<file path="src/rtl/dsm_pkg.sv">
// Shared constants and FSM state type for the delta-sigma bitstream pacer.
package dsm_pkg;

    localparam int DSM_CLK_FREQ_HZ     = 100_000_000;
    localparam int DSM_RATE_HZ         = 81920;
    localparam int DSM_CLKS_PER_SAMPLE = 1221;

    typedef enum logic [1:0] {
        IDLE    = 2'd0,
        RUN     = 2'd1,
        STARVED = 2'd2
    } dsm_pacer_state_t;

endpackage

</file>
<file path="src/rtl/dsm_word_fifo.sv">
// Register-array word FIFO; head is read combinationally, full/empty come
// from read/write pointers carrying one extra wrap bit.
module dsm_word_fifo #(
    parameter int WIDTH = 64,
    parameter int DEPTH = 8
) (
    input  logic                     clk,
    input  logic                     rst,
    input  logic                     push,
    input  logic [WIDTH-1:0]         wr_data,
    input  logic                     pop,
    output logic [WIDTH-1:0]         rd_data,
    output logic                     full,
    output logic                     empty,
    output logic [$clog2(DEPTH):0]   level
);

    localparam int AW = $clog2(DEPTH);

    logic [WIDTH-1:0] mem [DEPTH];
    logic [AW:0]      wr_ptr;
    logic [AW:0]      rd_ptr;
    logic             push_ok;
    logic             pop_ok;

    assign push_ok = push && !full;
    assign pop_ok  = pop && !empty;

    always_ff @(posedge clk) begin
        if (rst) begin
            wr_ptr <= '0;
            rd_ptr <= '0;
        end else begin
            if (push_ok) wr_ptr <= wr_ptr + 1'b1;
            if (pop_ok)  rd_ptr <= rd_ptr + 1'b1;
        end
    end

    // Storage is not reset; the pointers alone define what is valid.
    always_ff @(posedge clk) begin
        if (push_ok) mem[wr_ptr[AW-1:0]] <= wr_data;
    end

    assign rd_data = mem[rd_ptr[AW-1:0]];
    assign empty   = (wr_ptr == rd_ptr);
    assign full    = (wr_ptr[AW] != rd_ptr[AW]) && (wr_ptr[AW-1:0] == rd_ptr[AW-1:0]);
    assign level   = wr_ptr - rd_ptr;

endmodule

</file>
<file path="src/rtl/dsm_bit_pacer.sv">
// Multi-channel delta-sigma bitstream source: buffers packed words and emits
// one bit per channel every div_cfg+1 clocks, flagging underruns.
//
// state   | meaning
// IDLE    | stopped, counter held at 0, bit_idx and FIFO retained
// RUN     | pacing; each tick emits the head bit of every channel
// STARVED | last word consumed; ticks with an empty FIFO set underrun
module dsm_bit_pacer
    import dsm_pkg::*;
#(
    parameter int NUM_CH     = 2,
    parameter int WORD_W     = 32,
    parameter int FIFO_DEPTH = 8,
    parameter int DIV_W      = 16
) (
    input  logic                     clk,
    input  logic                     rst,
    input  logic                     enable,
    input  logic [DIV_W-1:0]         div_cfg,
    input  logic [NUM_CH*WORD_W-1:0] s_data,
    input  logic                     s_valid,
    output logic                     s_ready,
    output logic [NUM_CH-1:0]        dsm_in,
    output logic                     dsm_en,
    output logic                     underrun,
    input  logic                     underrun_clr,
    output logic [31:0]              sample_cnt,
    output logic                     busy
);

    localparam int BW = (WORD_W > 1) ? $clog2(WORD_W) : 1;
    localparam int LW = $clog2(FIFO_DEPTH) + 1;

    dsm_pacer_state_t state, state_nxt;

    logic [DIV_W-1:0]         count;
    logic [BW-1:0]            bit_idx;
    logic [NUM_CH*WORD_W-1:0] head;
    logic                     fifo_full;
    logic                     fifo_empty;
    logic [LW-1:0]            fifo_level;
    logic                     push;
    logic                     tick;
    logic                     emit;
    logic                     word_done;
    logic                     starve_tick;
    logic                     last_pop;
    logic [NUM_CH-1:0]        cur_bits;
    logic [WORD_W-1:0]        ch_word;

    // s_ready is forced low during reset so nothing is accepted into a FIFO being flushed.
    assign s_ready = !fifo_full && !rst;
    assign push    = s_valid && s_ready;
    assign busy    = (state != IDLE) || !fifo_empty;

    dsm_word_fifo #(
        .WIDTH (NUM_CH*WORD_W),
        .DEPTH (FIFO_DEPTH)
    ) u_fifo (
        .clk     (clk),
        .rst     (rst),
        .push    (push),
        .wr_data (s_data),
        .pop     (word_done),
        .rd_data (head),
        .full    (fifo_full),
        .empty   (fifo_empty),
        .level   (fifo_level)
    );

    always_ff @(posedge clk) begin
        if (rst) state <= IDLE;
        else     state <= state_nxt;
    end

    always_comb begin
        state_nxt = state;
        if (!enable) begin
            state_nxt = IDLE;
        end else begin
            case (state)
                IDLE:    if (!fifo_empty) state_nxt = RUN;
                RUN:     if (last_pop)    state_nxt = STARVED;
                STARVED: if (!fifo_empty) state_nxt = RUN;
                default: state_nxt = IDLE;
            endcase
        end
    end

    always_comb begin
        tick        = (state != IDLE) && enable && (count == div_cfg);
        emit        = tick && (state == RUN) && !fifo_empty;
        word_done   = emit && (bit_idx == BW'(WORD_W-1));
        starve_tick = tick && (state == STARVED) && fifo_empty;
        // A push landing in the same cycle keeps the FIFO non-empty, so stay in RUN.
        last_pop    = word_done && (fifo_level == LW'(1)) && !push;
    end

    always_comb begin
        cur_bits = '0;
        ch_word  = '0;
        for (int c = 0; c < NUM_CH; c++) begin
            ch_word     = head[c*WORD_W +: WORD_W];
            cur_bits[c] = ch_word[bit_idx];
        end
    end

    // Equality compare against the live divider: a value lowered below the
    // current count lets the counter run through wrap before the next tick.
    always_ff @(posedge clk) begin
        if (rst) begin
            count <= '0;
        end else if ((state == IDLE) || (state_nxt == IDLE) || tick) begin
            count <= '0;
        end else begin
            count <= count + DIV_W'(1);
        end
    end

    always_ff @(posedge clk) begin
        if (rst) begin
            dsm_in     <= '0;
            dsm_en     <= 1'b0;
            underrun   <= 1'b0;
            sample_cnt <= '0;
            bit_idx    <= '0;
        end else begin
            dsm_en <= emit;
            if (emit) begin
                dsm_in     <= cur_bits;
                sample_cnt <= sample_cnt + 32'd1;
                bit_idx    <= word_done ? '0 : bit_idx + BW'(1);
            end
            if (starve_tick)       underrun <= 1'b1;
            else if (underrun_clr) underrun <= 1'b0;
        end
    end

endmodule
</file>
<file path="config.mk">
export PLATFORM = sky130hd
export DESIGN_NAME = dsm_bit_pacer
export DESIGN_NICKNAME = d
export VERILOG_FILES = /design/src/rtl/dsm_pkg.sv /design/src/rtl/dsm_word_fifo.sv /design/src/rtl/dsm_bit_pacer.sv
export SDC_FILE = /design/constraint.sdc
export NUM_CORES = 1
export LEC_CHECK = 0
export CAP_MARGIN = 20
export CORE_MARGIN = 5
export CORE_UTILIZATION = 40
export CTS_BUF_LIST = sky130_fd_sc_hd__clkbuf_16
export DETAILED_ROUTE_END_ITERATION = 12
export GPL_TIMING_DRIVEN = 0
export SETUP_SLACK_MARGIN = 0.05
export SYNTH_ARGS = -nofsm -noshare
export SYNTH_HDL_FRONTEND = slang
export SYNTH_SLANG_ARGS = --single-unit
</file>
<file path="constraint.sdc">
create_clock -name clk -period 10.15 [get_ports clk]
set_clock_uncertainty 0.15 [all_clocks]
set_input_delay 2.03 -clock clk [delete_from_list [all_inputs] [get_ports clk]]
set_output_delay 2.03 -clock clk [all_outputs]
set_load 0.05 [all_outputs]
</file>
==> run summary <==
- **mapped cell area** 23,100 sq um
- **share of the yosys chip area belonging to registers** 72.5%
- **Pre-Repair DR Iteration Count** 5
- **post-route total power** 0.00496 W
- **number of synthesized register bits** 582
- **startpoint of the most critical setup path** rst
- **maximum achievable frequency** 177 MHz
- **Sw Share** 19.9%
- **clock transition at the registers of the reported paths** 0.06 ns
- **Data required, critical path** 7.97 ns
- **number of clock sinks seen by CTS** 582
- **largest net degree at the start of global routing** 25
- **Worst Setup EP** s_ready
- **# resized after CTS** 0
- **diode insertion count for antenna repair** 0
- **final std cell area, no fill** 27,900 sq um
- **root cell of the clock tree** sky130_fd_sc_hd__clkbuf_16
- **ANT nets after route** 0
- **first-pass GRT wire length** 83,300 um
- **Logic pwr share** 3.0%
- **clock buffer depth** 3
- **number of library cell types mapped by synthesis** 60
- **critical path startpoint category** input pin
- **number of instances in the placed design** 2,189
- **transition at the pin with the smallest max-transition slack** 1.14 ns
- **number of nets in the layout** 1,580
- **cells after synthesis** 1,253
- **final cell count without fillers** 2,295
- **maximum level of the CTS H-tree** 2
- **relative contribution of sequential cells to total power** 53.3%
- **run status** finished, final reports clean
- **antenna violations before repair** 3
- **I/O pin cnt** 123
- **capturing point of the worst reg2reg path** dsm_in[1]
- **commonest non-fill, non-tap cell in the layout** sky130_fd_sc_hd__edfxtp_1
- **CP max-delay cell** sky130_fd_sc_hd__clkdlybuf4s50_1
- **design internal power** 0.00397 W
- **clock tree from TritonCTS** built
- **overall via count from detail_route** 12,500
- **area after detailed placement** 26,000 sq um
- **Pins Over Slew Limit** 0
- **detailed router's first-iteration violation count** 1,135
- **register-to-register setup slack** 6.53 ns
- **Power Dens Cells** 178 nW/um^2
- **worst hold path class** register to register
- **routability cong.** 0.799
- **clock buffers created by TritonCTS** 59
- **post-route fraction of the period consumed by the critical path** 55.7%
- **HPWL after detailed placement** 38,400 um
- **number of buffers inserted to repair setup after CTS** 0
- **fraction of final layout cells sized beyond drive strength 1** 19.0%
- **area of the die** 62,800 sq um
- **worst slack at placement** 4.44 ns
- **Skew-Pair Late Insertion Delay** 0.61 ns
- **Total GRT Usage** 17.6%
- **crit-path max FO** 9
- **CP Depth** 3
- **cell breakdown of the critical path** clkbuf_1 -> o21ba_2 -> clkdlybuf4s50_1
- **net load switching power** 0.000988 W
- **number of global-route vias before repair** 12,700
- **# Max-Cap Violations** 0
- **overflow left after global routing** 0
- **count of flip-flops with a built-in enable after synthesis** 512
- **data arrival time of the worst path** 3.48 ns
- **Worst Setup End Kind** output pin
- **number of endpoints failing setup at the final stage** 0
- **category of cells accounting for the largest share of critical-path delay** buffers and inverters
- **commonest cells after routing, fill and taps aside** sky130_fd_sc_hd__edfxtp_1 (512), sky130_fd_sc_hd__clkdlybuf4s50_1 (121), sky130_fd_sc_hd__mux4_2 (110)
- **count of buffer and inverter cells on the critical path** 2
- **drt wl/cell** 24.3 um
- **standard-cell row count** 88
- **Async SR Flop Fraction** 0%
- **Worst R2R Path Depth** 9
- **Most used DFF post-synth** sky130_fd_sc_hd__edfxtp_1
- **Finished Core Util** 48.6%
- **CTS Hold Bufs** 0
- **Syn Area/Cell** 18.5 sq um
- **via density per instance** 5.43
- **unrepaired setup endpoints after global routing** no
- **number of buffers inserted by port buffering** 121
- **slack of the critical path** 4.49 ns
- **largest vdd supply drop** 0.147 mV
- **die extent in y** 251 um
- **die boundary width** 251 um
- **yosys warns** 0
- **syn_nets** 1,348
- **number of hold violations in the final report** 0
- **worst setup path category** input pin to output pin
- **relative slew slack** 24.3%
- **clock period minus final worst setup slack** 5.66 ns
- **Core Box Area** 57,500 sq um
- **Starting Density** 40.3%
- **static leakage power** 8.65 nW
- **total of fill cells in the finished design** 4,833
- **DRC Markers** 0
- **Final Routed Wirelength** 55,800 um
- **clock power share** 43.7%
- **stage delay of the slowest cell on the critical path** 0.83 ns
- **Synth-to-Final Area Change** 20.6%
[worst min-delay path, delay by kind of cell, from the launching register on]
kind	cells	cell delay, ns
flops	1	0.31
simple gates	1	0.08
compound gates	1	0.06
[area by class of cell]
cell class | count | area, sq um | share of cell area (%)
clock buffer | 60 | 1500 | 5.38
inverter | 17 | 63.8 | 0.229
multi-input combinational | 594 | 5970 | 21.4
timing repair buffer | 171 | 1820 | 6.52
sequential | 582 | 16800 | 60.1
tap | 765 | 957 | 3.43
clock inverter | 46 | 442 | 1.58
buffer | 60 | 388 | 1.39
[through the flow]
| stage | hold slack, ns | setup TNS (ns) |
|---|---|---|
| after detailed placement | 0.343 | 0 |
| after global placement | 0.328 | -1143.73 |
| after CTS | 0.353 | 0 |
| final | 0.350 | 0 |
| after floorplan | 0.321 | 0 |
| after global routing | 0.372 | 0 |
[synth_stat cells, types with 16 or more instances]
library cell,number,area share (%)
sky130_fd_sc_hd__dfxtp_1,70,6.1
sky130_fd_sc_hd__mux2i_1,51,2.2
sky130_fd_sc_hd__o21ai_0,16,0.35
sky130_fd_sc_hd__nand3_1,30,0.65
sky130_fd_sc_hd__clkbuf_1,20,0.32
sky130_fd_sc_hd__a21oi_1,27,0.58
sky130_fd_sc_hd__inv_1,17,0.28
sky130_fd_sc_hd__nand2_1,31,0.50
sky130_fd_sc_hd__xnor2_1,48,1.8
sky130_fd_sc_hd__nor2_1,76,1.2
sky130_fd_sc_hd__nor3_1,24,0.52
sky130_fd_sc_hd__edfxtp_1,512,66
sky130_fd_sc_hd__mux4_2,110,11
sky130_fd_sc_hd__xor2_1,19,0.72
[how the worst min path moves through the flow]
stage,to,depth (start not counted),from
2_1_floorplan,u_fifo.rd_ptr[3],2,u_fifo.rd_ptr[3]
3_3_place_gp,u_fifo.rd_ptr[3],2,u_fifo.rd_ptr[3]
3_5_place_dp,underrun,2,underrun
4_1_cts,u_fifo.rd_ptr[3],2,u_fifo.rd_ptr[3]
5_1_grt,underrun,2,underrun
6_report,underrun,2,underrun
[registers in the layout, indices dropped and copies added, names as in the netlist, named ones only]
name and cells:
u_fifo.wr_ptr 4, state 2, u_fifo.rd_ptr 4, bit_idx 5, u_fifo.mem 512, dsm_in 2
underrun 1, count 16, sample_cnt 32, dsm_en 1
[cells by family (layout without fill, tap and decap cells)]
| family | after synthesis | count (layout) | share of synthesized area, % |
|---|---|---|---|
| and+or+nand+nor | 250 | 250 | 5.59 |
| AOI/OAI and AO/OA | 94 | 94 | 2.73 |
| DFF | 582 | 582 | 72.5 |
| xor gates and xnor gates | 67 | 67 | 2.54 |
| adders and majority gates | 10 | 10 | 0.573 |
| muxes | 173 | 173 | 14.1 |
| buffers and inverters | 77 | 354 | 1.95 |
[routing by layer]
| layer | track usage [%] | vias up | routed length, um |
|---|---|---|---|
| li1 | - | 5507 | - |
| met3 | 3.42 | 98 | 3450 |
| met4 | 4.66 | 4 | 1260 |
| met5 | 0 | - | 33 |
| met2 | 28.7 | 433 | 27000 |
| met1 | 24.6 | 6429 | 24100 |
[power groups by stage]
stage | logic (W) | clock network [W] | registers, W
final | 0.000150 | 0.00217 | 0.00264
after global routing | 0.000162 | 0.00232 | 0.00264
after CTS | 0.000152 | 0.00222 | 0.00264
after detailed placement | 0.000152 | 0 | 0.00269
after global placement | 0.000136 | 0 | 0.00270
after floorplan | 0.0000535 | 0 | 0.00269
Note: power is estimated with default switching activity, not from simulation.
